## src/rtl/rtc_alarm_clock.sv

```systemverilog
// BCD real-time clock with 1 Hz prescaler, 12/24-hour modes, validated time set,
// latched alarm with acknowledge and seven-segment encoding.
module rtc_alarm_clock #(
   parameter int unsigned CLK_DIV        = 50000000,
   parameter bit          MODE_12H       = 1'b0,
   parameter bit          SEG_ACTIVE_LOW = 1'b1
) (
   input  logic        clk,
   input  logic        reset,
   input  logic        set_en,
   input  logic [23:0] set_time,
   input  logic        set_pm,
   input  logic        alarm_wr,
   input  logic [15:0] alarm_time,
   input  logic        alarm_pm,
   input  logic        alarm_en,
   input  logic        alarm_ack,
   output logic [23:0] time_bcd,
   output logic        pm,
   output logic        sec_tick,
   output logic        set_err,
   output logic        alarm_ring,
   output logic [41:0] seg
);

   localparam logic [31:0] DIV_LAST  = CLK_DIV - 32'd1;
   localparam logic [23:0] TIME_RST  = MODE_12H ? 24'h120000 : 24'h000000;
   localparam logic [15:0] ALARM_RST = MODE_12H ? 16'h1200 : 16'h0000;

   logic [31:0] prescaler;
   logic [23:0] time_r;
   logic        pm_r;
   logic [15:0] alarm_r;
   logic        alarm_pm_r;
   logic        sec_tick_r;
   logic        set_err_r;
   logic        ring_r;

   logic        tick;
   logic        advance;
   logic        set_ok;
   logic        alarm_ok;
   logic        alarm_hit;
   logic [23:0] adv_time;
   logic        adv_pm;

   logic [3:0] hr_m, hr_l, min_m, min_l, sec_m, sec_l;
   logic       c_sec_l, c_sec_m, c_min_l, c_min_m;

   function automatic logic hour_ok(input logic [3:0] hm, input logic [3:0] hl);
      if (MODE_12H)
         return ((hm == 4'd0) && (hl >= 4'd1) && (hl <= 4'd9)) ||
                ((hm == 4'd1) && (hl <= 4'd2));
      else
         return ((hm <= 4'd1) && (hl <= 4'd9)) ||
                ((hm == 4'd2) && (hl <= 4'd3));
   endfunction

   function automatic logic hhmm_ok(input logic [15:0] t);
      return hour_ok(t[15:12], t[11:8]) && (t[7:4] <= 4'd5) && (t[3:0] <= 4'd9);
   endfunction

   function automatic logic [6:0] seg_digit(input logic [3:0] d);
      logic [6:0] code;
      case (d)
         4'd0:    code = 7'b0000001;
         4'd1:    code = 7'b1001111;
         4'd2:    code = 7'b0010010;
         4'd3:    code = 7'b0000110;
         4'd4:    code = 7'b1001100;
         4'd5:    code = 7'b0100100;
         4'd6:    code = 7'b0100000;
         4'd7:    code = 7'b0001111;
         4'd8:    code = 7'b0000000;
         4'd9:    code = 7'b0000100;
         default: code = 7'b1111111;
      endcase
      return SEG_ACTIVE_LOW ? code : ~code;
   endfunction

   assign {hr_m, hr_l, min_m, min_l, sec_m, sec_l} = time_r;

   assign tick     = (prescaler == DIV_LAST);
   assign advance  = tick && !set_en;
   assign set_ok   = hhmm_ok(set_time[23:8]) && (set_time[7:4] <= 4'd5) &&
                     (set_time[3:0] <= 4'd9);
   assign alarm_ok = hhmm_ok(alarm_time);

   assign c_sec_l = (sec_l == 4'd9);
   assign c_sec_m = c_sec_l && (sec_m == 4'd5);
   assign c_min_l = c_sec_m && (min_l == 4'd9);
   assign c_min_m = c_min_l && (min_m == 4'd5);

   // Next time value one second on; hour rollover differs between 12h and 24h.
   always_comb begin
      adv_time       = time_r;
      adv_pm         = pm_r;
      adv_time[3:0]  = c_sec_l ? 4'd0 : sec_l + 4'd1;
      if (c_sec_l)
         adv_time[7:4] = c_sec_m ? 4'd0 : sec_m + 4'd1;
      if (c_sec_m)
         adv_time[11:8] = c_min_l ? 4'd0 : min_l + 4'd1;
      if (c_min_l)
         adv_time[15:12] = c_min_m ? 4'd0 : min_m + 4'd1;
      if (c_min_m) begin
         if (MODE_12H) begin
            if ((hr_m == 4'd1) && (hr_l == 4'd2)) begin
               adv_time[23:16] = 8'h01;
            end else if ((hr_m == 4'd1) && (hr_l == 4'd1)) begin
               adv_time[23:16] = 8'h12;
               adv_pm          = ~pm_r;
            end else if (hr_l == 4'd9) begin
               adv_time[23:16] = 8'h10;
            end else begin
               adv_time[19:16] = hr_l + 4'd1;
            end
         end else begin
            if ((hr_m == 4'd2) && (hr_l == 4'd3)) begin
               adv_time[23:16] = 8'h00;
            end else if (hr_l == 4'd9) begin
               adv_time[23:20] = hr_m + 4'd1;
               adv_time[19:16] = 4'd0;
            end else begin
               adv_time[19:16] = hr_l + 4'd1;
            end
         end
      end
   end

   assign alarm_hit = alarm_en && (adv_time[7:0] == 8'h00) &&
                      (adv_time[23:8] == alarm_r) &&
                      (!MODE_12H || (adv_pm == alarm_pm_r));

   // A set strobe always swallows a coincident tick; only a valid set restarts the prescaler.
   always_ff @(posedge clk) begin
      if (!reset) begin
         prescaler  <= 32'd0;
         time_r     <= TIME_RST;
         pm_r       <= 1'b0;
         alarm_r    <= ALARM_RST;
         alarm_pm_r <= 1'b0;
         sec_tick_r <= 1'b0;
         set_err_r  <= 1'b0;
         ring_r     <= 1'b0;
      end else begin
         sec_tick_r <= advance;
         set_err_r  <= (set_en && !set_ok) || (alarm_wr && !alarm_ok);

         if (set_en && set_ok) begin
            prescaler <= 32'd0;
            time_r    <= set_time;
            pm_r      <= MODE_12H && set_pm;
         end else begin
            prescaler <= tick ? 32'd0 : prescaler + 32'd1;
            if (advance) begin
               time_r <= adv_time;
               pm_r   <= adv_pm;
            end
         end

         if (alarm_wr && alarm_ok) begin
            alarm_r    <= alarm_time;
            alarm_pm_r <= MODE_12H && alarm_pm;
         end

         if (advance && alarm_hit)
            ring_r <= 1'b1;
         else if (alarm_ack || !alarm_en)
            ring_r <= 1'b0;
      end
   end

   assign time_bcd   = time_r;
   assign pm         = MODE_12H && pm_r;
   assign sec_tick   = sec_tick_r;
   assign set_err    = set_err_r;
   assign alarm_ring = ring_r;
   assign seg        = {seg_digit(hr_m), seg_digit(hr_l), seg_digit(min_m),
                        seg_digit(min_l), seg_digit(sec_m), seg_digit(sec_l)};

endmodule

```

## config.mk

```make
export PLATFORM = sky130hd
export DESIGN_NAME = rtc_alarm_clock
export DESIGN_NICKNAME = d
export VERILOG_FILES = /design/src/rtl/rtc_alarm_clock.sv
export SDC_FILE = /design/constraint.sdc
export NUM_CORES = 1
export LEC_CHECK = 0
export ABC_AREA = 1
export CORE_ASPECT_RATIO = 0.9
export CORE_UTILIZATION = 37
export CTS_CLUSTER_DIAMETER = 120
export DETAILED_ROUTE_END_ITERATION = 7
export PLACE_DENSITY = 0.7
export SLEW_MARGIN = 20
export SYNTH_ARGS = -nofsm -noshare
export SYNTH_HDL_FRONTEND = slang
export SYNTH_SLANG_ARGS = --single-unit
```

## constraint.sdc

```tcl
create_clock -name clk -period 6.7 [get_ports clk]
set_input_delay 1.675 -clock clk [delete_from_list [all_inputs] [get_ports clk]]
set_output_delay 1.675 -clock clk [all_outputs]
set_load 0.05 [all_outputs]
```

# Word-level counts from Yosys, hierarchy flattened
# Memories as Yosys holds them, arrays and structs flattened. A register that Yosys moved wholly into a read port is not among the register bits.
# Index checks and enable logic that the tools add are counted.
word_totals:
  word_cells: 104
  rom_bits: 672
  register_bits: 75
  out_inout_bits: 70
  n_memories: 6
  in_bits: 48
op_classes:
  n_addsub: 7
  n_eq_ne: 11
  order_cmp: 12
  n_bitwise: 1
  reduce_logical: 34
  muxes: 27
mem_list:
  columns: ["name", "words", "word_bits", "rd", "rd_ports_with_merged_regs", "write_ports", "line", "rtl"]
  rows:
  - ["(no name shown)", 16, 7, 1, 1, 0, "65", "case (d)"]
  - ["(no name shown)", 16, 7, 1, 1, 0, "65", null]
  - ["(no name shown)", 16, 7, 1, 1, 0, "65", null]
  - ["(no name shown)", 16, 7, 1, 1, 0, "65", null]
  - ["(no name shown)", 16, 7, 1, 1, 0, "65", null]
  - ["(no name shown)", 16, 7, 1, 1, 0, "65", null]
ops:
  columns: ["cell", "n"]
  rows:
  - ["$mux 4", 21]
  - ["$mux 24", 2]
  - ["$add 32x1->32 const B", 1]
  - ["$eq 32x26->1 const B", 1]
  - ["$add 4x1->4 const B", 6]
  - ["$logic_and 1x1->1", 22]
  - ["$le 4x4->1 const B", 5]
  - ["$eq 16x16->1", 1]
  - ["$eq 4x2->1 const B", 4]
  - ["$mux 8", 2]
  - ["$eq 4x4->1 const B", 3]
  - ["$le 4x3->1 const B", 3]
  - ["$eq 4x3->1 const B", 2]
  - ["$le 4x1->1 const B", 2]
  - ["$le 4x2->1 const B", 2]
  - ["$logic_not 8->1", 1]
  - ["$logic_not 1->1", 4]
  - ["$logic_or 1x1->1", 4]
  - ["$reduce_bool 2->1", 2]
  - ["$reduce_or 3->1", 1]
  - ["$mux 1", 2]
  - ["$not 1->1", 1]

# Depth between registers and ports, before layout
# Gate-level depths: netlist (run 1).
logic_depth:
  ltp_word: 11
  mapped_depth: 19
  depth_no_buf: 19

# Worst setup path after synthesis (run 1)
# No wires, ideal clock.
synth_path:
  path_type: "input to register"
  startpoint: "input port set_time[22]"
  endpoint: "register seg[38] (netlist name)"
  stages: 17
  slack_ns: 3.182
  setup_ns: 0.059
  required_ns: 6.641
  n_path_buf: 1
  arrival_ns: 3.459
  cell_sequence: "inv_1 > nand2_1 > nor3_1 > nand2_1 > nor2_2 > nand3b_4 > inv_2 > buf_2 > nand2_1 > o21ai_0 > nand2_1 > nand2_1 > inv_1 > ha_1 > o21ai_0 > nand2_1 > nand2_1"
synth_between:
  elab_chain_cells: 11
  word_cells_on_any_way: 14
  classes_between: "1 x order compare; 1 x eq/ne; 3 x mux; 9 x reduce/logical"
synth_rtl:
  columns: ["item", "line", "rtl"]
  rows:
  - ["from (decl)", "11", "input logic [23:0] set_time,"]
  - ["$le 4x1->1 or $eq 4x2->1 (tied branches)", "55, 56", null]
  - ["$logic_and 1x1->1 (on tied branches)", "55, 56", null]
  - ["$logic_or 1x1->1", "55", "return ((hm <= 4'd1) && (hl <= 4'd9)) ||"]
  - ["$logic_and 1x1->1 (2 in series)", "60", "return hour_ok(t[15:12], t[11:8]) && (t[7:4] <= 4'd5) && (t[3:0] <= 4'd9);"]
  - ["$logic_and 1x1->1 (2 in series)", "85", "assign set_ok = hhmm_ok(set_time[23:8]) && (set_time[7:4] <= 4'd5) &&"]
  - ["$logic_and 1x1->1", "149", "if (set_en && set_ok) begin"]
  - ["$mux 24 or $reduce_bool 2->1 (tied branches)", null, null]
  - ["$mux 4 (no source line) * (2 in series)", null, null]
# Every way passes the cells marked *; elsewhere a longest branch is shown, timed or not.
# A chain may end at the register's enable or synchronous reset.

# Worst setup path in the final report (run 1)
layout_path:
  startpoint: "input port set_time[21]"
  endpoint: "register seg[38] (netlist name)"
layout_between:
  elab_chain_cells: 11
  word_cells_on_any_way: 14
  classes_between: "1 x order compare; 1 x eq/ne; 3 x mux; 9 x reduce/logical"
layout_rtl:
  columns: ["item", "line"]
  rows:
  - ["$le 4x1->1 or $eq 4x2->1 (tied branches)", "55, 56"]
  - ["$logic_and 1x1->1 (on tied branches)", "55, 56"]
  - ["$logic_or 1x1->1", "55"]
  - ["$logic_and 1x1->1 (2 in series)", "60"]
  - ["$logic_and 1x1->1 (2 in series)", "85"]
  - ["$logic_and 1x1->1", "149"]
  - ["$mux 24 or $reduce_bool 2->1 (tied branches)", null]
  - ["$mux 4 (no source line) * (2 in series)", null]
# Marked as above.

==> impl_metrics.json, run 1 <==
{
  "gp_congestion": 0.908,
  "antenna_cells": 0,
  "fin_skew_ps": 9.21,
  "clock_sinks": 117,
  "clk_pin_slew_ps": 60,
  "leakage_nw": 4.40,
  "synth_async_sr_flop_share_pct": 0,
  "synth-warning-count": 0,
  "setup_tns_ps": 0,
  "synth_area_um2": 7280,
  "cts_buffers": 17,
  "startpoint_type": "input port",
  "synth_seq_cells": 117,
  "power.internal_w": 0.00132,
  "dieArea_um2": 20200,
  "drv_slew": 0,
  "grt_setup_unrepaired": "false",
  "setup_viol": 0,
  "critPathMostFrequentCell": "nand2_1",
  "combPwrFrac_pct": 4.3,
  "post_cts_buffers": 0,
  "nets": 1286,
  "fmax_ghz": 0.240,
  "boundaryPins": 118,
  "period_minus_slack_ps": 4170,
  "via_count": 6999,
  "root_buffer": "clkbuf_16",
  "worstMarginPinSlew_ps": 884,
  "nFillCells": 1948,
  "drive_above_1_share_pct": 9.73,
  "grtUsageTotal_pct": 19.3,
  "cp_top_family": "buffers and inverters",
  "clockPowerShare_pct": 54.4,
  "crit_fanout": 16,
  "avgSynthCellArea_um2": 6.80,
  "grt_max_degree": 43,
  "grt_antenna_before_repair": 0,
  "path_buf_inv": 3,
  "rows": 48,
  "cp_slowest_stage_delay_ps": 510,
  "critPathCaptureType": "register",
  "swShare_pct": 22.4,
  "core_um2": 19200,
  "synth-seq-area-share_pct": 32.2,
  "firstDrtPassIters": 5,
  "final_cells": 1452,
  "synthFlopType": "dfxtp_1",
  "ir_drop_v": 0.000171,
  "cts_resized": 0,
  "io_buffers": 114,
  "drt_first_iter_violations": 416,
  "synth_nets": 1168,
  "cts.htree.levels": 4,
  "synth_edf_count": 0,
  "hold_path_class": "reg -> reg",
  "hold_viol": 0,
  "grt_pass1_wl_mm": 30.7,
  "postSynthCellCount": 1071,
  "ff2ff_setup_slack_ps": 3770,
  "holdBufCountCts": 0,
  "grt_remaining_overflow": 0,
  "p_sw_w": 0.000380,
  "seqPwrFrac_pct": 41.4,
  "die_h_um": 135,
  "outcome": "finished clean",
  "slowest_stage": "clkdlybuf4s50_1",
  "worstPathArrival_ps": 4540,
  "synth_top_area_share_pct": 32.2,
  "cts_buffer_depth": 2,
  "path_cells": "clkdlybuf4s50_1, o21ai_0, o211ai_1, nand3b_4, inv_2, nand2_1, o21ai_0, nand2_1, nand2_1, inv_1, ha_1, o21ai_0, nand2_1, nand2_1",
  "synth.largest_area_cell": "dfxtp_1",
  "hpwl_mm": 14.1,
  "whs_ps": 447,
  "grt_pass1_vias": 6489,
  "cts_tree": "built",
  "via_per_inst": 4.82,
  "crit_required_ps": 7070,
  "ant_nets": 0,
  "drt-total-wl_mm": 18.8,
  "initial_core_util_pct": 37.9,
  "ys_types": 51,
  "synth_area_leaders": "dfxtp_1 (32%), nand2_1 (17%), ha_1 (8.4%), inv_1 (7.3%), nand3_1 (6.0%)",
  "max_cap_viol_count": 0,
  "area_delta_synth_final_pct": 26.7,
  "slew_headroom_pct": 40.9,
  "dieWidth_um": 150,
  "wl_per_cell_um": 12.9,
  "fin_crit_sh_pct": 62.2,
  "clkLatencyLatePin_ps": 420,
  "critPathKind": "in -> reg",
  "drc": 0,
  "power_density_nw_per_um2": 184,
  "place_inst": 1420
}
[worst paths after layout]
kind / cells past startpoint / to / from
setup reg to reg: 14 / seg[38] / prescaler[0]
hold reg to reg: 1 / prescaler[0] / prescaler[0]
setup / recovery: 14 / seg[38] / set_time[21]
hold / removal: 1 / prescaler[0] / prescaler[0]
[cells by family (layout without fill, tap and decap cells)]
logic type,after synthesis,after routing,synth area share [%]
AND/OR/NAND/NOR,625,625,40.9
buffers and inverters,177,308,9.86
flip-flops,117,117,32.2
AO/OA/AOI/OAI,91,91,7.32
adder cells (fa/ha/maj),49,49,8.42
XOR/XNOR,11,11,1.32
other,1,1,0.0515
[power by group through the flow]
stage,Clock (W),Sequential (W),Combinational [W]
detailed placement,0,0.000717,0.0000724
floorplan,0,0.000721,0.0000283
finish,0.000922,0.000702,0.0000725
CTS,0.000942,0.000702,0.0000726
global route,0.000977,0.000702,0.0000785
global placement,0,0.000717,0.0000720
[placed cells by master (no fill, tap or decap), types with 6 or more instances in the layout]
cell type	synthesis	routed
inv_1	142	142
dfxtp_1	117	117
nor3b_1	9	9
nand3_1	87	87
xor2_1	7	7
a21oi_1	24	24
nor2_2	6	6
nand4_1	18	18
clkdlybuf4s50_1	0	113
ha_1	49	49
nand2_2	22	22
nand2_4	7	7
inv_2	15	15
o21ai_1	10	10
nand2_1	333	333
nor2_1	77	77
clkbuf_16	0	17
o21ai_0	39	39
nor2_4	8	8
nor3_1	29	29
[metal layers]
layer / up-vias / GRT usage [%] / wire length (um)
met5: - / 0 / 0
met1: 3151 / 25.2 / 8880
met4: 0 / 7.69 / 425
met3: 34 / 4.59 / 1060
met2: 177 / 30.4 / 8430
li1: 3637 / - / -
[synth_stat cells, types with 6 or more instances]
cell and number:
a21oi_1 24, ha_1 49, o21ai_1 10, nor3b_1 9, inv_1 142, nand3_1 87
o21ai_0 39, nor3_1 29, nand2_1 333, nand2_2 22, inv_2 15, nand4_1 18
nor2_4 8, nor2_2 6, nand2_4 7, xor2_1 7, nor2_1 77, dfxtp_1 117
[area by class of cell]
type                       count  area (um2)  area share, %
multi-input combinational    777        4220           45.8
sequential                   117        2340           25.4
timing repair buffer         115        1140           12.4
inverter                     161         613           6.64
clock buffer                  20         437           4.73
tap                          250         313           3.39
clock inverter                12         156           1.70
[flip-flops by register name, indices dropped and copies added (netlist names)]
name,flops
seg,42
prescaler,32
time_bcd,24
alarm_r,16
alarm_ring,1
sec_tick,1
set_err,1
[stage by stage]
stage	utilization, %	setup slack [ps]	area, um2	power, W
floorplan	-	3180	7280	0.000750
global placement	44.9	2150	8630	0.000789
detailed placement	44.9	2120	8630	0.000790
CTS	48.0	2570	9230	0.00172
global route	48.0	2350	9230	0.00176
finish	48.0	2530	9230	0.00170
Power figures use the tool's default switching activity.
==> inputs of run 2 (changes only) <==
- PLACE_DENSITY: 0.7 -> 0.72
- clock period: 6.7 -> 3.7 ns (I/O delays scaled with it)
==> run 2 against run 1 <==
  * Register-to-register slack got worse by 2800 ps
  * Design area grew 0.80%
  * Combinational power grew 85%
  * Power grew 80%
  * Highest routed layer unchanged
  * Sequential share of layout area down 0.20 points
  * Sequential cell count stayed put
  * Clock power up 79%
  * Global-route usage decreased by 0.57 points
  * First-iteration DRC count rose by 15%
  * Non-clock buffer count up 10
  * Routed wire length decreased by 2.4%
==> impl_metrics.json, run 2 (same netlist as run 1, synthesis figures left out) <==
{
  "outcome": "finished clean",
  "crit_required_ps": 4070,
  "slowest_stage": "clkdlybuf4s50_1",
  "grt_pass1_wl_mm": 29.6,
  "cts_tree": "built",
  "startpoint_type": "input port",
  "dieWidth_um": 150,
  "dp_slack_ps": 35.7,
  "drc": 0,
  "period_minus_slack_ps": 3240,
  "grt_pass1_vias": 6267,
  "setup_tns_ps": 0,
  "final_common_cell": "nand2_1",
  "die_h_um": 135,
  "cts.htree.levels": 4,
  "holdBufCountCts": 0,
  "grt_max_degree": 28,
  "fin_ws_ps": 461,
  "fin_skew_ps": 12.3,
  "layout_common_cells": "nand2_1 (333), inv_1 (142), dfxtp_1 (117), clkdlybuf4s50_1 (113), nand3_1 (87)",
  "boundaryPins": 118,
  "firstDrtPassIters": 5,
  "slew_headroom_pct": 56.3,
  "nets": 1296,
  "post_cts_buffers": 0,
  "cts_resized": 0,
  "nFillCells": 1891,
  "clock_sinks": 117,
  "clk_pin_slew_ps": 50,
  "hold_viol": 0,
  "worstMarginPinSlew_ps": 653,
  "initial_core_util_pct": 37.9,
  "via_count": 6983,
  "antenna_cells": 0,
  "ir_drop_v": 0.000260,
  "max_cap_viol_count": 0,
  "post-route-util_pct": 48.4,
  "critPathKind": "in -> reg",
  "rows": 48,
  "grt_antenna_before_repair": 0,
  "area_delta_synth_final_pct": 27.7,
  "largest_register_ffs": 42,
  "wl_per_cell_um": 12.5,
  "hold_path_class": "reg -> reg",
  "worstPathArrival_ps": 3610,
  "grt_remaining_overflow": 0,
  "drt_first_iter_violations": 480,
  "seqCellArea_um2": 2340,
  "ant_nets": 0,
  "grtUsageTotal_pct": 18.7,
  "power_density_nw_per_um2": 329,
  "cts_buffer_depth": 2,
  "grt_setup_unrepaired": "false",
  "via_per_inst": 4.78,
  "leakage_nw": 4.46,
  "whs_ps": 442,
  "path_cells": "clkdlybuf4s50_1, inv_1, nand2_1, nor3_1, nand2_1, nor2_2, nand3b_4, inv_2, nand2_1, o21ai_0, nand2_1, nand2_1, inv_1, ha_1, o21ai_0, nand2_1, nand2_1",
  "crit_fanout": 16,
  "hpwl_mm": 14.1,
  "critPathMostFrequentCell": "nand2_1",
  "io_buffers": 114,
  "clkLatencyLatePin_ps": 430,
  "gp_congestion": 0.921,
  "critPathCaptureType": "register",
  "core_um2": 19200,
  "cts_buffers": 17,
  "drive_above_1_share_pct": 10.7,
  "fmax_ghz": 0.309,
  "multi_input_area_um2": 4220,
  "setup_viol": 0,
  "drv_slew": 0,
  "dieArea_um2": 20200,
  "root_buffer": "clkbuf_16",
  "cp_slowest_stage_delay_ps": 400,
  "drt-total-wl_mm": 18.3,
  "fin_crit_sh_pct": 87.5
}
==> run 2: changes by cell type in the layout (fill, tap and decap cells not counted) <==
cell	before	now
buf_4	1	11
bufinv_16	3	2
clkbuf_1	3	0
clkbuf_8	0	1
clkinv_2	5	6
clkinv_4	3	5
clkinvlp_4	4	1
inv_6	1	4
==> run 2: routing by layer <==
metal  GRT usage [%]  routed length, um
met1            24.1               8410
met2            30.3               8480
met3            4.86               1220
met4            6.06                244
met5               0                  0
==> run 2: layout make-up <==
type	instances	share of cell area (%)
multi-input cells	777	45.4
flip-flops and latches	117	25.2
repair buffers	125	13.1
inverters	161	6.59
clock buffers	18	4.72
well taps	250	3.36
clock inverters	14	1.64
==> run 2: stage by stage <==
stage / instances / power [W] / cell area, um2
floorplan: 1071 / 0.00136 / 7280
global placement: 1430 / 0.00143 / 8710
detailed placement: 1430 / 0.00143 / 8710
CTS: 1462 / 0.00309 / 9300
global route: 1462 / 0.00316 / 9300
finish: 1462 / 0.00306 / 9300
==> run 2: final timing paths <==
check,from,to,slack (ps),depth (start not counted)
setup / recovery,set_time[22],seg[38],460,17
hold / removal,prescaler[0],prescaler[0],440,1
setup reg to reg,time_bcd[0],seg[38],930,15
hold reg to reg,prescaler[0],prescaler[0],440,1
==> run 2: worst max-delay path, delay by kind of cell <==
family	cells	cell delay [ps]
simple gates	10	1230
buf+inv	4	890
fa+ha+maj	1	290
compound gates	2	270
==> run 2: power breakdown <==
| part | total, W | internal [W] | switching, W |
|---|---|---|---|
| clock network | 0.00165 | 0.00101 | 0.000641 |
| logic | 0.000134 | 0.0000641 | 0.0000702 |
| registers | 0.00127 | 0.00127 | 0.00000408 |
